File: config.mk
export PLATFORM = sky130hd
export DESIGN_NAME = alu_result_fifo_flat
export DESIGN_NICKNAME = d
export VERILOG_FILES = /design/src/rtl/alu_result_fifo_if.sv /design/src/rtl/alu_result_fifo.sv /design/src/flat_wrapper.sv
export SDC_FILE = /design/constraint.sdc
export NUM_CORES = 1
export LEC_CHECK = 0
export CORE_ASPECT_RATIO = 1.25
export CORE_MARGIN = 2
export CORE_UTILIZATION = 50
export CTS_BUF_LIST = sky130_fd_sc_hd__clkbuf_4
export DETAILED_ROUTE_END_ITERATION = 7
export GPL_TIMING_DRIVEN = 1
export PLACE_DENSITY = 0.75
export SLEW_MARGIN = 20
export SYNTH_ARGS = -nofsm -noshare
export SYNTH_HDL_FRONTEND = slang
export SYNTH_SLANG_ARGS = --single-unit
File: constraint.sdc
create_clock -name Clock -period 6.3 [get_ports Clock]
set_clock_uncertainty 0.2 [all_clocks]
set_input_delay 1.26 -clock Clock [delete_from_list [all_inputs] [get_ports Clock]]
set_output_delay 1.26 -clock Clock [all_outputs]
set_load 0.01 [all_outputs]
File: src/rtl/alu_result_fifo_if.sv
// Handshake bundle between the ALU stage, the result FIFO and its consumer.
// The producer/consumer side uses the master modport; the FIFO uses slave.
interface alu_result_fifo_if #(
    parameter int DEPTH  = 4,
    parameter int WIDTH  = 8,
    parameter int DROP_W = 8
);
    logic                     In_Valid;
    logic                     In_Ready;
    logic [WIDTH-1:0]         In_Result;
    logic                     In_Equal;
    logic                     Out_Valid;
    logic                     Out_Ready;
    logic [WIDTH-1:0]         Out_Result;
    logic                     Out_Equal;
    logic [$clog2(DEPTH):0]   Count;
    logic [DROP_W-1:0]        Drop_Count;

    modport master (
        output In_Valid, In_Result, In_Equal, Out_Ready,
        input  In_Ready, Out_Valid, Out_Result, Out_Equal, Count, Drop_Count
    );

    modport slave (
        input  In_Valid, In_Result, In_Equal, Out_Ready,
        output In_Ready, Out_Valid, Out_Result, Out_Equal, Count, Drop_Count
    );
endinterface

File: src/rtl/alu_result_fifo.sv
// First-word-fall-through FIFO that captures {Equal, Result} pairs from the
// combinational ALU. The ALU cannot stall, so pushes refused while full are
// counted in a saturating drop counter instead of being back-pressured.
module alu_result_fifo #(
    parameter int DEPTH  = 4,
    parameter int WIDTH  = 8,
    parameter int DROP_W = 8
) (
    input logic              Clock,
    input logic              Reset_n,
    input logic              Clear,
    alu_result_fifo_if.slave bus
);
    localparam int PW = $clog2(DEPTH);
    localparam int CW = PW + 1;
    localparam logic [CW-1:0]     FULL_COUNT = CW'(DEPTH);
    localparam logic [DROP_W-1:0] DROP_MAX   = {DROP_W{1'b1}};

    logic [WIDTH:0]      mem [DEPTH];
    logic [PW-1:0]       wr_ptr;
    logic [PW-1:0]       rd_ptr;
    logic [CW-1:0]       count;
    logic [DROP_W-1:0]   drop_count;
    logic [WIDTH:0]      head;
    logic                full;
    logic                empty;
    logic                push;
    logic                pop;
    logic                drop;

    // Saturating increment: the drop counter sticks at all-ones.
    function automatic logic [DROP_W-1:0] sat_inc(input logic [DROP_W-1:0] v);
        return (v == DROP_MAX) ? v : v + 1'b1;
    endfunction

    assign full  = (count == FULL_COUNT);
    assign empty = (count == '0);

    // Clear overrides every other action in its cycle, including drops.
    assign push = bus.In_Valid && !full && !Clear;
    assign pop  = bus.Out_Ready && !empty && !Clear;
    assign drop = bus.In_Valid && full && !Clear;

    // Write pointer advances on each accepted entry.
    always_ff @(posedge Clock or negedge Reset_n) begin
        if (!Reset_n) begin
            wr_ptr <= '0;
        end else if (Clear) begin
            wr_ptr <= '0;
        end else if (push) begin
            wr_ptr <= wr_ptr + 1'b1;
        end
    end

    // Read pointer advances when the consumer takes the head entry.
    always_ff @(posedge Clock or negedge Reset_n) begin
        if (!Reset_n) begin
            rd_ptr <= '0;
        end else if (Clear) begin
            rd_ptr <= '0;
        end else if (pop) begin
            rd_ptr <= rd_ptr + 1'b1;
        end
    end

    // Occupancy: simultaneous push and pop leave it unchanged.
    always_ff @(posedge Clock or negedge Reset_n) begin
        if (!Reset_n) begin
            count <= '0;
        end else if (Clear) begin
            count <= '0;
        end else begin
            case ({push, pop})
                2'b10:   count <= count + 1'b1;
                2'b01:   count <= count - 1'b1;
                default: count <= count;
            endcase
        end
    end

    // Count ALU results refused because the buffer was full.
    always_ff @(posedge Clock or negedge Reset_n) begin
        if (!Reset_n) begin
            drop_count <= '0;
        end else if (Clear) begin
            drop_count <= '0;
        end else if (drop) begin
            drop_count <= sat_inc(drop_count);
        end
    end

    // Storage is not reset; occupancy alone decides which entries are live.
    always_ff @(posedge Clock) begin
        if (push) begin
            mem[wr_ptr] <= {bus.In_Equal, bus.In_Result};
        end
    end

    // Head is read straight from storage, so a new entry shows one cycle
    // after its push edge and never bypasses an empty buffer.
    assign head = empty ? '0 : mem[rd_ptr];

    assign bus.In_Ready   = !full;
    assign bus.Out_Valid  = !empty;
    assign bus.Out_Equal  = head[WIDTH];
    assign bus.Out_Result = head[WIDTH-1:0];
    assign bus.Count      = count;
    assign bus.Drop_Count = drop_count;
endmodule

File: src/flat_wrapper.sv
// flat-port wrapper written by rule: the top's interface ports become plain ports
module alu_result_fifo_flat 
#(
    parameter int DEPTH  = 4,
    parameter int WIDTH  = 8,
    parameter int DROP_W = 8
)
  (Clock, Reset_n, Clear, bus_In_Valid, bus_In_Result, bus_In_Equal, bus_Out_Ready, bus_In_Ready, bus_Out_Valid, bus_Out_Result, bus_Out_Equal, bus_Count, bus_Drop_Count);
  alu_result_fifo_if #(.DEPTH(DEPTH), .WIDTH(WIDTH), .DROP_W(DROP_W)) bus_i ();
  input logic Clock;
  input logic Reset_n;
  input logic Clear;
  input wire logic [$bits(bus_i.In_Valid)-1:0] bus_In_Valid;
  input wire logic [$bits(bus_i.In_Result)-1:0] bus_In_Result;
  input wire logic [$bits(bus_i.In_Equal)-1:0] bus_In_Equal;
  input wire logic [$bits(bus_i.Out_Ready)-1:0] bus_Out_Ready;
  output wire logic [$bits(bus_i.In_Ready)-1:0] bus_In_Ready;
  output wire logic [$bits(bus_i.Out_Valid)-1:0] bus_Out_Valid;
  output wire logic [$bits(bus_i.Out_Result)-1:0] bus_Out_Result;
  output wire logic [$bits(bus_i.Out_Equal)-1:0] bus_Out_Equal;
  output wire logic [$bits(bus_i.Count)-1:0] bus_Count;
  output wire logic [$bits(bus_i.Drop_Count)-1:0] bus_Drop_Count;
  assign bus_i.In_Valid = bus_In_Valid;
  assign bus_i.In_Result = bus_In_Result;
  assign bus_i.In_Equal = bus_In_Equal;
  assign bus_i.Out_Ready = bus_Out_Ready;
  assign bus_In_Ready = bus_i.In_Ready;
  assign bus_Out_Valid = bus_i.Out_Valid;
  assign bus_Out_Result = bus_i.Out_Result;
  assign bus_Out_Equal = bus_i.Out_Equal;
  assign bus_Count = bus_i.Count;
  assign bus_Drop_Count = bus_i.Drop_Count;
  alu_result_fifo #(.DEPTH(DEPTH), .WIDTH(WIDTH), .DROP_W(DROP_W)) u_core (.Clock(Clock), .Reset_n(Reset_n), .Clear(Clear), .bus(bus_i));
endmodule
==> impl_metrics.ini <==
[synth]
synth_most_common_cell = edfxtp_1
post_synth.cell_area_avg_um2 = 15.1
synth_commonest_cells = edfxtp_1 (36), dfrtp_1 (15), nor2b_1 (11), mux4_2 (9), nor2_1 (8)
synth_top_area_frac = 0.472
synth_cell_types = 39
seq_area_frac_synth = 0.636
synth_top_area_cell = edfxtp_1
synth_edf_count = 36
synth_area_leaders = edfxtp_1 (47%), dfrtp_1 (16%), mux4_2 (8.8%)
ys_ff_latch = 51
yosys_warnings = 0
syn_area_um2 = 2290
synth.net_count = 172
synthArstFlopShare = 0.294
netlist_instances = 152
ys.flop_type = edfxtp_1

[setup_path]
worstSetupPathType = register to output port
cpLargestDelayFamily = flip-flops
start_kind = register
cp-end-kind = output port
cp_slowest_cell = dfrtp_1
crit_cells = 3
path_cells = mux4_2 > nor2b_1 > clkdlybuf4s50_1
max_stage_delay_ns = 0.75
path_max_fanout = 10
cp.arrival_ns = 2.29
r2r_cells = 7
worstPathRequired_ns = 4.84
critPathBufInv = 1

[run]
drv_cap = 0

[power_and_ir_drop]
leakagePower_nw = 0.981
ir_worst_vdd_uv = 183
powerDensity_nw_per_um2 = 321

[grt]
antenna_found_initial = 0
grt_pass1_vias = 1427
gr-usage-all-layers = 0.179
grt_pass1_wl_mm = 6.87
overflow = 0
grt_max_degree = 23

[sta]
min_period_ns = 3.75
maxSlewViolCount = 0
rsz0062_at_grt = false
finalCritPeriodShare = 0.596
tns_ns = 0
fmaxAchievable_mhz = 266
setup_slack_ns = 2.55
setup_viol_count_final = 0
tightestPinTransition_ns = 0.785
hold_violations = 0
relSlewSlack = 0.473

[placed_design]
port_buffers = 35
gp_congestion = 0.775
placement.setup.worst_slack_ns = 2.57
dpl.hpwl_mm = 2.82

[drt]
route.met3.wl_um = 236
vias_per_cell = 5.51
met1_length_mm = 1.71
vias = 1366
drtPass1Iterations = 5
drtIter0Drc = 60
routedWlPerCell_um = 16.6
route.detailed.drc = 0
wl_met2_mm = 2.12
detail_route.wirelength_mm = 4.12
antenna_left = 0
routed.top_layer = met4

[final_layout]
areaGrowthSynthToFinish_pct = 19.9
drive_gt1_frac = 0.111
final_nets = 209
final_util = 0.625
n_fill_cell = 356
antenna_cells = 0

[die]
io_pins = 36
core-area_um2 = 4390
die_x_um = 64.5
die_h_um = 79.7
fp.dieArea_um2 = 5140
start_util = 0.522
fp-row-count = 27

[worst_hold_path]
hold_path_depth = 2
hp-class = register to register

[clock_network]
clkSinkCount = 51
cts_buffer_depth = 2
cts_tree = done
path_clk_slew_ns = 0.13
hold_buffers = 0
htree_levels = 2
clock_tree.root_cell = clkbuf_4
clk_latency_ns = 0.36
cts_setup_buffers = 0
cts-buffers-inserted = 5
cts.repair.resized = 0

[run_status]
outcome = completed
## power by group
part           total [mW]  internal [mW]  switching (mW)  leakage [nW]
Clock               0.143         0.0430           0.100        0.0288
Sequential          0.430          0.389          0.0408         0.533
Combinational       0.308          0.178           0.131         0.420
Total               0.882          0.610           0.272         0.981
## stage by stage
| stage | cells | instance area, µm² | total power [mW] | hold slack [ns] |
|---|---|---|---|---|
| 2_1_floorplan | 152 | 2290 | 0.607 | 0.303 |
| 3_3_place_gp | 240 | 2690 | 0.743 | 0.354 |
| 3_5_place_dp | 240 | 2690 | 0.753 | 0.360 |
| 4_1_cts | 248 | 2750 | 0.896 | 0.378 |
| 5_1_grt | 248 | 2750 | 0.937 | 0.418 |
| 6_report | 248 | 2750 | 0.882 | 0.375 |
## logic make-up after synthesis
kind of cell | synth area share
muxes | 0.108
xor gates and xnor gates | 0.0153
AOI/OAI and AO/OA | 0.0563
adders and majority gates | 0.0360
and+or+nand+nor | 0.126
DFF | 0.636
buffers and inverters | 0.0224
## cell usage in the layout (no fill, tap or decap), types with 2 or more instances in the layout
master           Yosys  layout
edfxtp_1            36      36
clkdlybuf4s50_1      0      35
dfrtp_1             15      15
nor2b_1             11      11
mux4_2               9       9
nor2_1               8       8
a21oi_1              6       6
inv_1                5       5
nand3_1              5       5
ha_1                 5       5
clkbuf_4             0       5
nand2_1              4       4
and2_1               4       4
or3_1                4       4
mux2i_1              3       3
nor3_1               2       2
o21ai_1              2       2
xor2_1               2       2
o31ai_1              2       2
or4_1                2       2
nand2b_1             2       2
xnor2_1              2       2
o21ai_0              2       2
## flip-flops by register name, indices dropped and copies added, names as in the netlist
| register | cells |
|---|---|
| u_core.rd_ptr | 2 |
| u_core.mem | 36 |
| u_core.bus.Count | 3 |
| u_core.bus.Drop_Count | 8 |
| u_core.wr_ptr | 2 |
## tightest hold or removal path, stage by stage, from the launching register on
cell,delay [ns]
dfrtp_1,0.43
nand2_1,0.07
a21oi_1,0.05
## path summary, 6_finish.rpt
path | start | endpoint | slack, ns
hold / removal | u_core.wr_ptr[1] | u_core.wr_ptr[1] | 0.38
setup / recovery | u_core.rd_ptr[0] | bus_Out_Equal | 2.55
min in group asynchronous | Reset_n | u_core.bus.Count[0] | 1.10
max in group asynchronous | Reset_n | u_core.bus.Drop_Count[4] | 4.38
setup reg to reg | u_core.bus.Count[2] | u_core.bus.Count[2] | 3.69
hold reg to reg | u_core.wr_ptr[1] | u_core.wr_ptr[1] | 0.38
## layer usage
layer,track usage,vias up
met1,0.223,668
li1,-,643
met4,0.0447,0
met5,0,-
met3,0.0465,5
met2,0.310,50
## final cells by class
cell class                 instances  area [µm²]  area share
clock buffer                       5        37.5      0.0137
clock inverter                     3        20.0     0.00729
inverter                           5        18.8     0.00683
multi-input combinational         90         783       0.285
sequential                        51        1460       0.530
tap                               58        72.6      0.0264
timing repair buffer              36         358       0.130
(Power assumes the default switching activity.)
